`config.mk`:
```
export PLATFORM = sky130hd
export DESIGN_NAME = vga_sprite_engine
export DESIGN_NICKNAME = d
export VERILOG_FILES = /design/src/rtl/vga_pkg.sv /design/src/rtl/vga_timing.sv /design/src/rtl/vga_sprite_engine.sv
export SDC_FILE = /design/constraint.sdc
export NUM_CORES = 1
export LEC_CHECK = 0
export BUFFER_PORTS_ARGS = -buffer_cell sky130_fd_sc_hd__buf_2
export CAP_MARGIN = 20
export CORE_AREA = 2 2 224 248
export DETAILED_ROUTE_END_ITERATION = 7
export DIE_AREA = 0 0 226 250
export PLACE_DENSITY = 0.71
export SYNTH_ARGS = -nofsm -noshare
export SYNTH_HDL_FRONTEND = slang
export SYNTH_SLANG_ARGS = --single-unit
```
`constraint.sdc`:
```
create_clock -name CLK -period 8.5 [get_ports CLK]
set_input_delay 0.425 -clock CLK [delete_from_list [all_inputs] [get_ports CLK]]
set_output_delay 0.425 -clock CLK [all_outputs]
set_load 0.005 [all_outputs]
```
`src/rtl/vga_pkg.sv`:
```
// Shared constants and helpers for the VGA sprite engine.
// Holds the default 640x480 timing, line/frame total helpers, the packed
// colour layout and the sprite-record field widths.
package vga_pkg;

  // Default 640x480 @ 60 Hz timing.
  localparam int unsigned H_DISPLAY_DEF   = 640;
  localparam int unsigned H_FRONT_DEF     = 16;
  localparam int unsigned H_PULSE_DEF     = 96;
  localparam int unsigned H_BACK_DEF      = 48;
  localparam int unsigned V_DISPLAY_DEF   = 480;
  localparam int unsigned V_FRONT_DEF     = 10;
  localparam int unsigned V_PULSE_DEF     = 2;
  localparam int unsigned V_BACK_DEF      = 33;

  // Sprite-record field widths.
  localparam int unsigned NUM_SPRITES_DEF = 5;
  localparam int unsigned COORD_W_DEF     = 10;
  localparam int unsigned COLOR_BITS_DEF  = 3;

  // Colour is packed {R,G,B}, R in the most significant bits.
  typedef struct packed {
    logic [COLOR_BITS_DEF-1:0] r;
    logic [COLOR_BITS_DEF-1:0] g;
    logic [COLOR_BITS_DEF-1:0] b;
  } rgb_t;

  function automatic int unsigned h_total(input int unsigned disp, input int unsigned front,
                                          input int unsigned pulse, input int unsigned back);
    return disp + front + pulse + back;
  endfunction

  function automatic int unsigned v_total(input int unsigned disp, input int unsigned front,
                                          input int unsigned pulse, input int unsigned back);
    return disp + front + pulse + back;
  endfunction

  function automatic int unsigned rgb_width(input int unsigned color_bits);
    return 3 * color_bits;
  endfunction

  function automatic int unsigned sel_width(input int unsigned num_sprites);
    return (num_sprites > 1) ? $clog2(num_sprites) : 1;
  endfunction

endpackage

```
`src/rtl/vga_timing.sv`:
```
// VGA counter and sync-decode block.
// Ports:
//   i_clk, i_rst_n       pixel clock, synchronous active-low reset
//   o_h_count, o_v_count current pixel position
//   o_hs_raw, o_vs_raw   high while inside the sync pulse (polarity applied later)
//   o_active             high inside the visible area
//   o_frame_start        registered pulse while counters read h=0, v=0
//   o_vblank             registered, high while v_count >= V_DISPLAY
module vga_timing
  import vga_pkg::*;
#(
  parameter int unsigned H_DISPLAY = H_DISPLAY_DEF,
  parameter int unsigned H_FRONT   = H_FRONT_DEF,
  parameter int unsigned H_PULSE   = H_PULSE_DEF,
  parameter int unsigned H_BACK    = H_BACK_DEF,
  parameter int unsigned V_DISPLAY = V_DISPLAY_DEF,
  parameter int unsigned V_FRONT   = V_FRONT_DEF,
  parameter int unsigned V_PULSE   = V_PULSE_DEF,
  parameter int unsigned V_BACK    = V_BACK_DEF,
  parameter int unsigned CNT_W     = COORD_W_DEF
) (
  input  logic             i_clk,
  input  logic             i_rst_n,
  output logic [CNT_W-1:0] o_h_count,
  output logic [CNT_W-1:0] o_v_count,
  output logic             o_hs_raw,
  output logic             o_vs_raw,
  output logic             o_active,
  output logic             o_frame_start,
  output logic             o_vblank
);

  localparam int unsigned H_TOTAL = h_total(H_DISPLAY, H_FRONT, H_PULSE, H_BACK);
  localparam int unsigned V_TOTAL = v_total(V_DISPLAY, V_FRONT, V_PULSE, V_BACK);

  logic [CNT_W-1:0] r_h, r_v;
  logic [CNT_W-1:0] w_h_next, w_v_next;
  logic             r_run, r_frame_start, r_vblank;

  // The first edge after reset release holds the counters at 0,0 so that the
  // first released cycle presents h=0, v=0 together with frame_start.
  always_comb begin
    w_h_next = '0;
    w_v_next = '0;
    if (r_run) begin
      if (r_h == CNT_W'(H_TOTAL - 1)) begin
        w_h_next = '0;
        w_v_next = (r_v == CNT_W'(V_TOTAL - 1)) ? '0 : r_v + 1'b1;
      end else begin
        w_h_next = r_h + 1'b1;
        w_v_next = r_v;
      end
    end
  end

  always_ff @(posedge i_clk) begin
    if (!i_rst_n) begin
      r_h           <= '0;
      r_v           <= '0;
      r_run         <= 1'b0;
      r_frame_start <= 1'b0;
      r_vblank      <= 1'b0;
    end else begin
      r_h           <= w_h_next;
      r_v           <= w_v_next;
      r_run         <= 1'b1;
      r_frame_start <= (w_h_next == '0) && (w_v_next == '0);
      r_vblank      <= (w_v_next >= CNT_W'(V_DISPLAY));
    end
  end

  assign o_h_count     = r_h;
  assign o_v_count     = r_v;
  assign o_hs_raw      = (r_h >= CNT_W'(H_DISPLAY + H_FRONT)) &&
                         (r_h <  CNT_W'(H_DISPLAY + H_FRONT + H_PULSE));
  assign o_vs_raw      = (r_v >= CNT_W'(V_DISPLAY + V_FRONT)) &&
                         (r_v <  CNT_W'(V_DISPLAY + V_FRONT + V_PULSE));
  // Masked before the counters start so the held 0,0 edge is not drawn twice.
  assign o_active      = r_run && (r_h < CNT_W'(H_DISPLAY)) && (r_v < CNT_W'(V_DISPLAY));
  assign o_frame_start = r_frame_start;
  assign o_vblank      = r_vblank;

endmodule

```
`src/rtl/vga_sprite_engine.sv`:
```
// VGA timing generator with an N-sprite rectangle compositor.
// Ports:
//   CLK, RST_N             pixel clock, synchronous active-low reset
//   spr_we/spr_sel/spr_*   write port into the pending sprite bank
//   bg_rgb                 background colour {R,G,B}, sampled per pixel
//   VGA_HS, VGA_VS         sync outputs, aligned with colour (latency 2)
//   VGA_R, VGA_G, VGA_B    pixel colour
//   frame_start, vblank    counter-domain status (not pipeline delayed)
//   collision              sprites that overlapped sprite 0 in the last frame
// Counters are COORD_W bits wide, so H/V totals must fit in COORD_W bits.
module vga_sprite_engine
  import vga_pkg::*;
#(
  parameter int unsigned H_DISPLAY   = H_DISPLAY_DEF,
  parameter int unsigned H_FRONT     = H_FRONT_DEF,
  parameter int unsigned H_PULSE     = H_PULSE_DEF,
  parameter int unsigned H_BACK      = H_BACK_DEF,
  parameter int unsigned V_DISPLAY   = V_DISPLAY_DEF,
  parameter int unsigned V_FRONT     = V_FRONT_DEF,
  parameter int unsigned V_PULSE     = V_PULSE_DEF,
  parameter int unsigned V_BACK      = V_BACK_DEF,
  parameter bit          SYNC_ACTIVE = 1'b0,
  parameter int unsigned NUM_SPRITES = NUM_SPRITES_DEF,
  parameter int unsigned COORD_W     = COORD_W_DEF,
  parameter int unsigned COLOR_BITS  = COLOR_BITS_DEF
) (
  input  logic                              CLK,
  input  logic                              RST_N,
  input  logic                              spr_we,
  input  logic [sel_width(NUM_SPRITES)-1:0] spr_sel,
  input  logic                              spr_en,
  input  logic [COORD_W-1:0]                spr_x,
  input  logic [COORD_W-1:0]                spr_y,
  input  logic [COORD_W-1:0]                spr_w,
  input  logic [COORD_W-1:0]                spr_h,
  input  logic [rgb_width(COLOR_BITS)-1:0]  spr_rgb,
  input  logic [rgb_width(COLOR_BITS)-1:0]  bg_rgb,
  output logic                              VGA_HS,
  output logic                              VGA_VS,
  output logic [COLOR_BITS-1:0]             VGA_R,
  output logic [COLOR_BITS-1:0]             VGA_G,
  output logic [COLOR_BITS-1:0]             VGA_B,
  output logic                              frame_start,
  output logic                              vblank,
  output logic [NUM_SPRITES-1:0]            collision
);

  localparam int unsigned RGB_W = rgb_width(COLOR_BITS);

  logic [COORD_W-1:0] w_h, w_v;
  logic               w_hs_raw, w_vs_raw, w_active;

  vga_timing #(
    .H_DISPLAY (H_DISPLAY),
    .H_FRONT   (H_FRONT),
    .H_PULSE   (H_PULSE),
    .H_BACK    (H_BACK),
    .V_DISPLAY (V_DISPLAY),
    .V_FRONT   (V_FRONT),
    .V_PULSE   (V_PULSE),
    .V_BACK    (V_BACK),
    .CNT_W     (COORD_W)
  ) u_timing (
    .i_clk         (CLK),
    .i_rst_n       (RST_N),
    .o_h_count     (w_h),
    .o_v_count     (w_v),
    .o_hs_raw      (w_hs_raw),
    .o_vs_raw      (w_vs_raw),
    .o_active      (w_active),
    .o_frame_start (frame_start),
    .o_vblank      (vblank)
  );

  // Pending (CPU-written) and active (displayed) sprite banks.
  logic               r_pend_en  [NUM_SPRITES];
  logic [COORD_W-1:0] r_pend_x   [NUM_SPRITES];
  logic [COORD_W-1:0] r_pend_y   [NUM_SPRITES];
  logic [COORD_W-1:0] r_pend_w   [NUM_SPRITES];
  logic [COORD_W-1:0] r_pend_h   [NUM_SPRITES];
  logic [RGB_W-1:0]   r_pend_rgb [NUM_SPRITES];
  logic               r_act_en   [NUM_SPRITES];
  logic [COORD_W-1:0] r_act_x    [NUM_SPRITES];
  logic [COORD_W-1:0] r_act_y    [NUM_SPRITES];
  logic [COORD_W-1:0] r_act_w    [NUM_SPRITES];
  logic [COORD_W-1:0] r_act_h    [NUM_SPRITES];
  logic [RGB_W-1:0]   r_act_rgb  [NUM_SPRITES];

  logic w_copy;
  assign w_copy = (w_h == '0) && (w_v == COORD_W'(V_DISPLAY));

  // A write in the copy cycle lands in pending only; active takes the old value.
  always_ff @(posedge CLK) begin
    if (!RST_N) begin
      for (int i = 0; i < NUM_SPRITES; i++) begin
        r_pend_en[i]  <= 1'b0;
        r_pend_x[i]   <= '0;
        r_pend_y[i]   <= '0;
        r_pend_w[i]   <= '0;
        r_pend_h[i]   <= '0;
        r_pend_rgb[i] <= '0;
        r_act_en[i]   <= 1'b0;
        r_act_x[i]    <= '0;
        r_act_y[i]    <= '0;
        r_act_w[i]    <= '0;
        r_act_h[i]    <= '0;
        r_act_rgb[i]  <= '0;
      end
    end else begin
      if (spr_we && (32'(spr_sel) < NUM_SPRITES)) begin
        r_pend_en[spr_sel]  <= spr_en;
        r_pend_x[spr_sel]   <= spr_x;
        r_pend_y[spr_sel]   <= spr_y;
        r_pend_w[spr_sel]   <= spr_w;
        r_pend_h[spr_sel]   <= spr_h;
        r_pend_rgb[spr_sel] <= spr_rgb;
      end
      if (w_copy) begin
        for (int i = 0; i < NUM_SPRITES; i++) begin
          r_act_en[i]  <= r_pend_en[i];
          r_act_x[i]   <= r_pend_x[i];
          r_act_y[i]   <= r_pend_y[i];
          r_act_w[i]   <= r_pend_w[i];
          r_act_h[i]   <= r_pend_h[i];
          r_act_rgb[i] <= r_pend_rgb[i];
        end
      end
    end
  end

  // Far edges are summed one bit wider so sprites hanging off-screen never wrap.
  logic [NUM_SPRITES-1:0] w_hit;
  always_comb begin
    w_hit = '0;
    for (int i = 0; i < NUM_SPRITES; i++) begin
      w_hit[i] = r_act_en[i] &&
                 (w_h >= r_act_x[i]) &&
                 ({1'b0, w_h} < ({1'b0, r_act_x[i]} + {1'b0, r_act_w[i]})) &&
                 (w_v >= r_act_y[i]) &&
                 ({1'b0, w_v} < ({1'b0, r_act_y[i]} + {1'b0, r_act_h[i]}));
    end
  end

  // Stage 1: hits, blanking, raw sync and background.
  logic [NUM_SPRITES-1:0] r_s1_hit;
  logic                   r_s1_active, r_s1_hs, r_s1_vs;
  logic [RGB_W-1:0]       r_s1_bg;
  // Stage 2: final colour and sync.
  logic [RGB_W-1:0]       r_s2_rgb;
  logic                   r_s2_hs, r_s2_vs;

  // Walk from the highest index down so the lowest hit index wins.
  logic [RGB_W-1:0] w_pix;
  always_comb begin
    w_pix = r_s1_bg;
    for (int i = int'(NUM_SPRITES) - 1; i >= 0; i--) begin
      if (r_s1_hit[i]) w_pix = r_act_rgb[i];
    end
    if (!r_s1_active) w_pix = '0;
  end

  always_ff @(posedge CLK) begin
    if (!RST_N) begin
      r_s1_hit    <= '0;
      r_s1_active <= 1'b0;
      r_s1_hs     <= 1'b0;
      r_s1_vs     <= 1'b0;
      r_s1_bg     <= '0;
      r_s2_rgb    <= '0;
      r_s2_hs     <= 1'b0;
      r_s2_vs     <= 1'b0;
    end else begin
      r_s1_hit    <= w_hit;
      r_s1_active <= w_active;
      r_s1_hs     <= w_hs_raw;
      r_s1_vs     <= w_vs_raw;
      r_s1_bg     <= bg_rgb;
      r_s2_rgb    <= w_pix;
      r_s2_hs     <= r_s1_hs;
      r_s2_vs     <= r_s1_vs;
    end
  end

  // Sticky overlap with sprite 0; bit 0 is masked off.
  logic [NUM_SPRITES-1:0] r_coll_acc, r_collision, w_overlap;
  assign w_overlap = (r_s1_active && r_s1_hit[0]) ?
                     (r_s1_hit & ~NUM_SPRITES'(1)) : '0;

  always_ff @(posedge CLK) begin
    if (!RST_N) begin
      r_coll_acc  <= '0;
      r_collision <= '0;
    end else if (w_copy) begin
      r_collision <= r_coll_acc;
      r_coll_acc  <= '0;
    end else begin
      r_coll_acc  <= r_coll_acc | w_overlap;
    end
  end

  assign collision = r_collision;
  assign VGA_HS    = r_s2_hs ? SYNC_ACTIVE : ~SYNC_ACTIVE;
  assign VGA_VS    = r_s2_vs ? SYNC_ACTIVE : ~SYNC_ACTIVE;
  assign VGA_R     = r_s2_rgb[RGB_W-1 -: COLOR_BITS];
  assign VGA_G     = r_s2_rgb[2*COLOR_BITS-1 -: COLOR_BITS];
  assign VGA_B     = r_s2_rgb[COLOR_BITS-1:0];

endmodule

```
==> metrics.cfg <==
[sta]
post-route-min-period_ns = 4.10
setup_viol = 0
setup_ws_ns = 4.40
period_share_pct = 48.2
worstMarginPinSlew_ns = 1.06
fin_worst_skew_ns = 0.0486
max_freq_mhz = 244
holdWs_ns = 0.0181
rsz0062_at_grt = false
max_slew_margin_pct = 29.1
hold_viol = 0
maxSlewViolCount = 0
fin_tns_setup_ns = 0

[power_and_ir_drop]
peakVddDrop_v = 0.000189
seqPwrFrac_pct = 49.7
p_sw_mw = 1.51
p_clk_share_pct = 41.3
powerDensity_nw_per_um2 = 197
pwr-share-comb_pct = 9.1
power.leakage_nw = 13.4
p_int_mw = 4.91
sw_frac_of_total_pct = 23.5

[floorplanning]
initial_core_util_pct = 54.1
die_width_um = 226
core_area_um2 = 54200
io_pins = 83
core.rowCount = 90
die_y_um = 250
die_area_um2 = 56500

[detailed_routing]
drt-pass1-iter-count = 5
dr.first_iter.drc_count = 1379
num_vias = 18676
drc_errors = 0
finalWirelength_um = 70600
via_per_inst = 5.62
ant_nets = 0
wl_per_cell_um = 21.3

[synthesis]
ys_seq_area_share_pct = 55.0
netlist_area_um2 = 29300
synth_flop_cell = edfxtp_1
synthesis.nets = 2815
synth_cells = 2446
synth_edf_count = 495
async_flop_share_pct = 0
netlist-cell-type-count = 66
yosysWarnings = 0
syn_avg_cell_area_um2 = 12.0
synth-seq-cells = 559

[global_routing]
grt_overflow = 0
grt_pass1_wl_um = 108000
antenna_found_initial = 6
grt_pass1_vias = 18793
grt_start_max_net_pins = 126
grt_use_total_pct = 25.5

[cts]
cts.htree.levels = 2
ctsResizeCount = 0
cts.sinks = 559
cts_root_buf = clkbuf_16
clk_latency_ns = 0.65
cts_tree = built
cts_buffers = 57
path_clk_slew_ns = 0.06
cts_buffer_depth = 3
cts_setup_buffers = 0

[critical_path]
r2r_cells = 7
end_kind = flop
rrSetupSlack_ns = 4.40
start_kind = flop
timing.rr.end = r_act_y[0][20]$_SDFFCE_PN0P_
r2r_start = u_timing.o_h_count[0]$_SDFF_PN0_
worstPathRequired_ns = 8.73
critPathKind = reg -> reg
crit_path_max_fanout = 81
crit_arrival_ns = 4.33

[finish]
final_cell_mix = 509 x and2_1, 495 x edfxtp_1, 294 x ha_1
fin_cells = 3322
fill_cells = 4307
fin_util_pct = 60.3
area_delta_synth_final_pct = 11.4
drive_above_1_share_pct = 8.78
nNetsFinal = 2906
final_common_cell = and2_1

[placed_design]
dpl.cell_count = 3206
pre_cts_slack_ns = 4.37
hpwl_um = 47900
gp_congestion = 0.885
port_buffers = 81

[min_path]
hp-class = in -> reg
worstHoldStart = bg_rgb[2]
whs_path_depth = 2
holdPathEnd = r_s1_bg[2]$_SDFF_PN0_

[flow_run]
drv_cap = 0

[run_status]
status = finished clean

-- worst max path at each step --
stage,startpoint,endpoint,cells after the start
2_1_floorplan,u_timing.o_v_count[5]$_SDFF_PN0_,r_act_en[0][0]$_SDFFCE_PN0P_,6
3_3_place_gp,u_timing.o_h_count[0]$_SDFF_PN0_,r_act_y[0][11]$_SDFFCE_PN0P_,7
3_5_place_dp,u_timing.o_v_count[5]$_SDFF_PN0_,r_act_h[0][11]$_SDFFCE_PN0P_,5
4_1_cts,u_timing.o_h_count[0]$_SDFF_PN0_,r_act_h[0][11]$_SDFFCE_PN0P_,7
5_1_grt,u_timing.o_h_count[0]$_SDFF_PN0_,r_act_y[0][20]$_SDFFCE_PN0P_,7
6_report,u_timing.o_h_count[0]$_SDFF_PN0_,r_act_y[0][20]$_SDFFCE_PN0P_,7
-- metrics by stage --
step	power [mW]	cell area, µm²
finish	6.42	32700
global route	6.66	32700
CTS	6.47	32700
detailed placement	3.82	30600
global placement	3.80	30600
floorplan	3.63	29300
-- flip-flops by register name, indices dropped and copies added (netlist names), 9 cells and up --
name and flops:
r_act_rgb 45, r_act_x 50, r_s2_rgb 9, r_pend_h 50, r_pend_x 50, r_s1_bg 9
r_act_h 50, r_act_w 50, u_timing.o_v_count 10, u_timing.o_h_count 10, r_pend_rgb 45, r_act_y 50
r_pend_y 50, r_pend_w 50
-- area by class of cell --
cell class	instances	area [µm²]	area share, %
Antenna cell	1	2.50	0.00766
Timing Repair Buffer	112	658	2.01
Multi-Input combinational cell	1682	12500	38.1
Clock inverter	40	543	1.66
Clock buffer	67	1470	4.51
Inverter	125	469	1.44
Tap cell	736	921	2.82
Sequential cell	559	16100	49.4
-- critical path: stages, from the launching register on --
cell	delay, ns
dfxtp_1	0.44
inv_1	0.29
ha_1	0.24
nor4bb_1	0.31
nand2_1	0.15
or3_1	0.52
nand2_4	0.83
buf_4	0.82
-- power by group through the flow --
stage               clock [mW]  sequential (mW)  combinational (mW)
detailed placement           0             3.25               0.575
global route              2.80             3.20               0.657
floorplan                    0             3.23               0.397
CTS                       2.69             3.19               0.583
finish                    2.65             3.19               0.584
global placement             0             3.24               0.557
-- repair_timing --
action	CTS	global route
hold buffers	8	0
endpoints found under the setup margin	0	0
endpoints found under the hold margin	8	0
-- cells by family after synthesis --
kind of cell	after synthesis	synth area share, %
AO/OA/AOI/OAI	378	8.30
adder cells (fa/ha/maj)	304	13.2
multiplexers	33	1.13
flip-flops	559	55.0
XOR/XNOR	85	2.54
buffers and inverters	205	2.72
other	1	0.0128
AND/OR/NAND/NOR	881	17.0
-- cells in the mapped netlist, types with 10 or more instances --
library cell	n	area [µm²]
nand2b_1	36	225
edfxtp_1	495	14900
a21oi_1	99	495
mux2i_1	33	330
nor2b_1	10	62.6
a31oi_1	11	68.8
nor2_1	115	432
fa_1	10	200
dfxtp_1	64	1280
clkbuf_1	72	270
nor3_1	32	160
xnor2_1	26	228
a21o_1	31	233
and2_1	509	3180
inv_1	125	469
nand4_1	15	93.8
o21a_1	23	173
nand3_1	23	115
o211ai_1	23	173
ha_1	294	3680
o21ai_0	96	480
a211oi_1	19	143
nand2_1	91	342
xor2_1	59	517
-- metal layers --
layer	global-route usage [%]	up-vias	wire length, µm
met2	42.5	534	33900
met3	4.59	142	4500
met5	0	-	34
met4	9.08	6	2450
met1	33.4	9074	29800
li1	-	8920	-
Note: power is estimated with default switching activity, not from simulation.
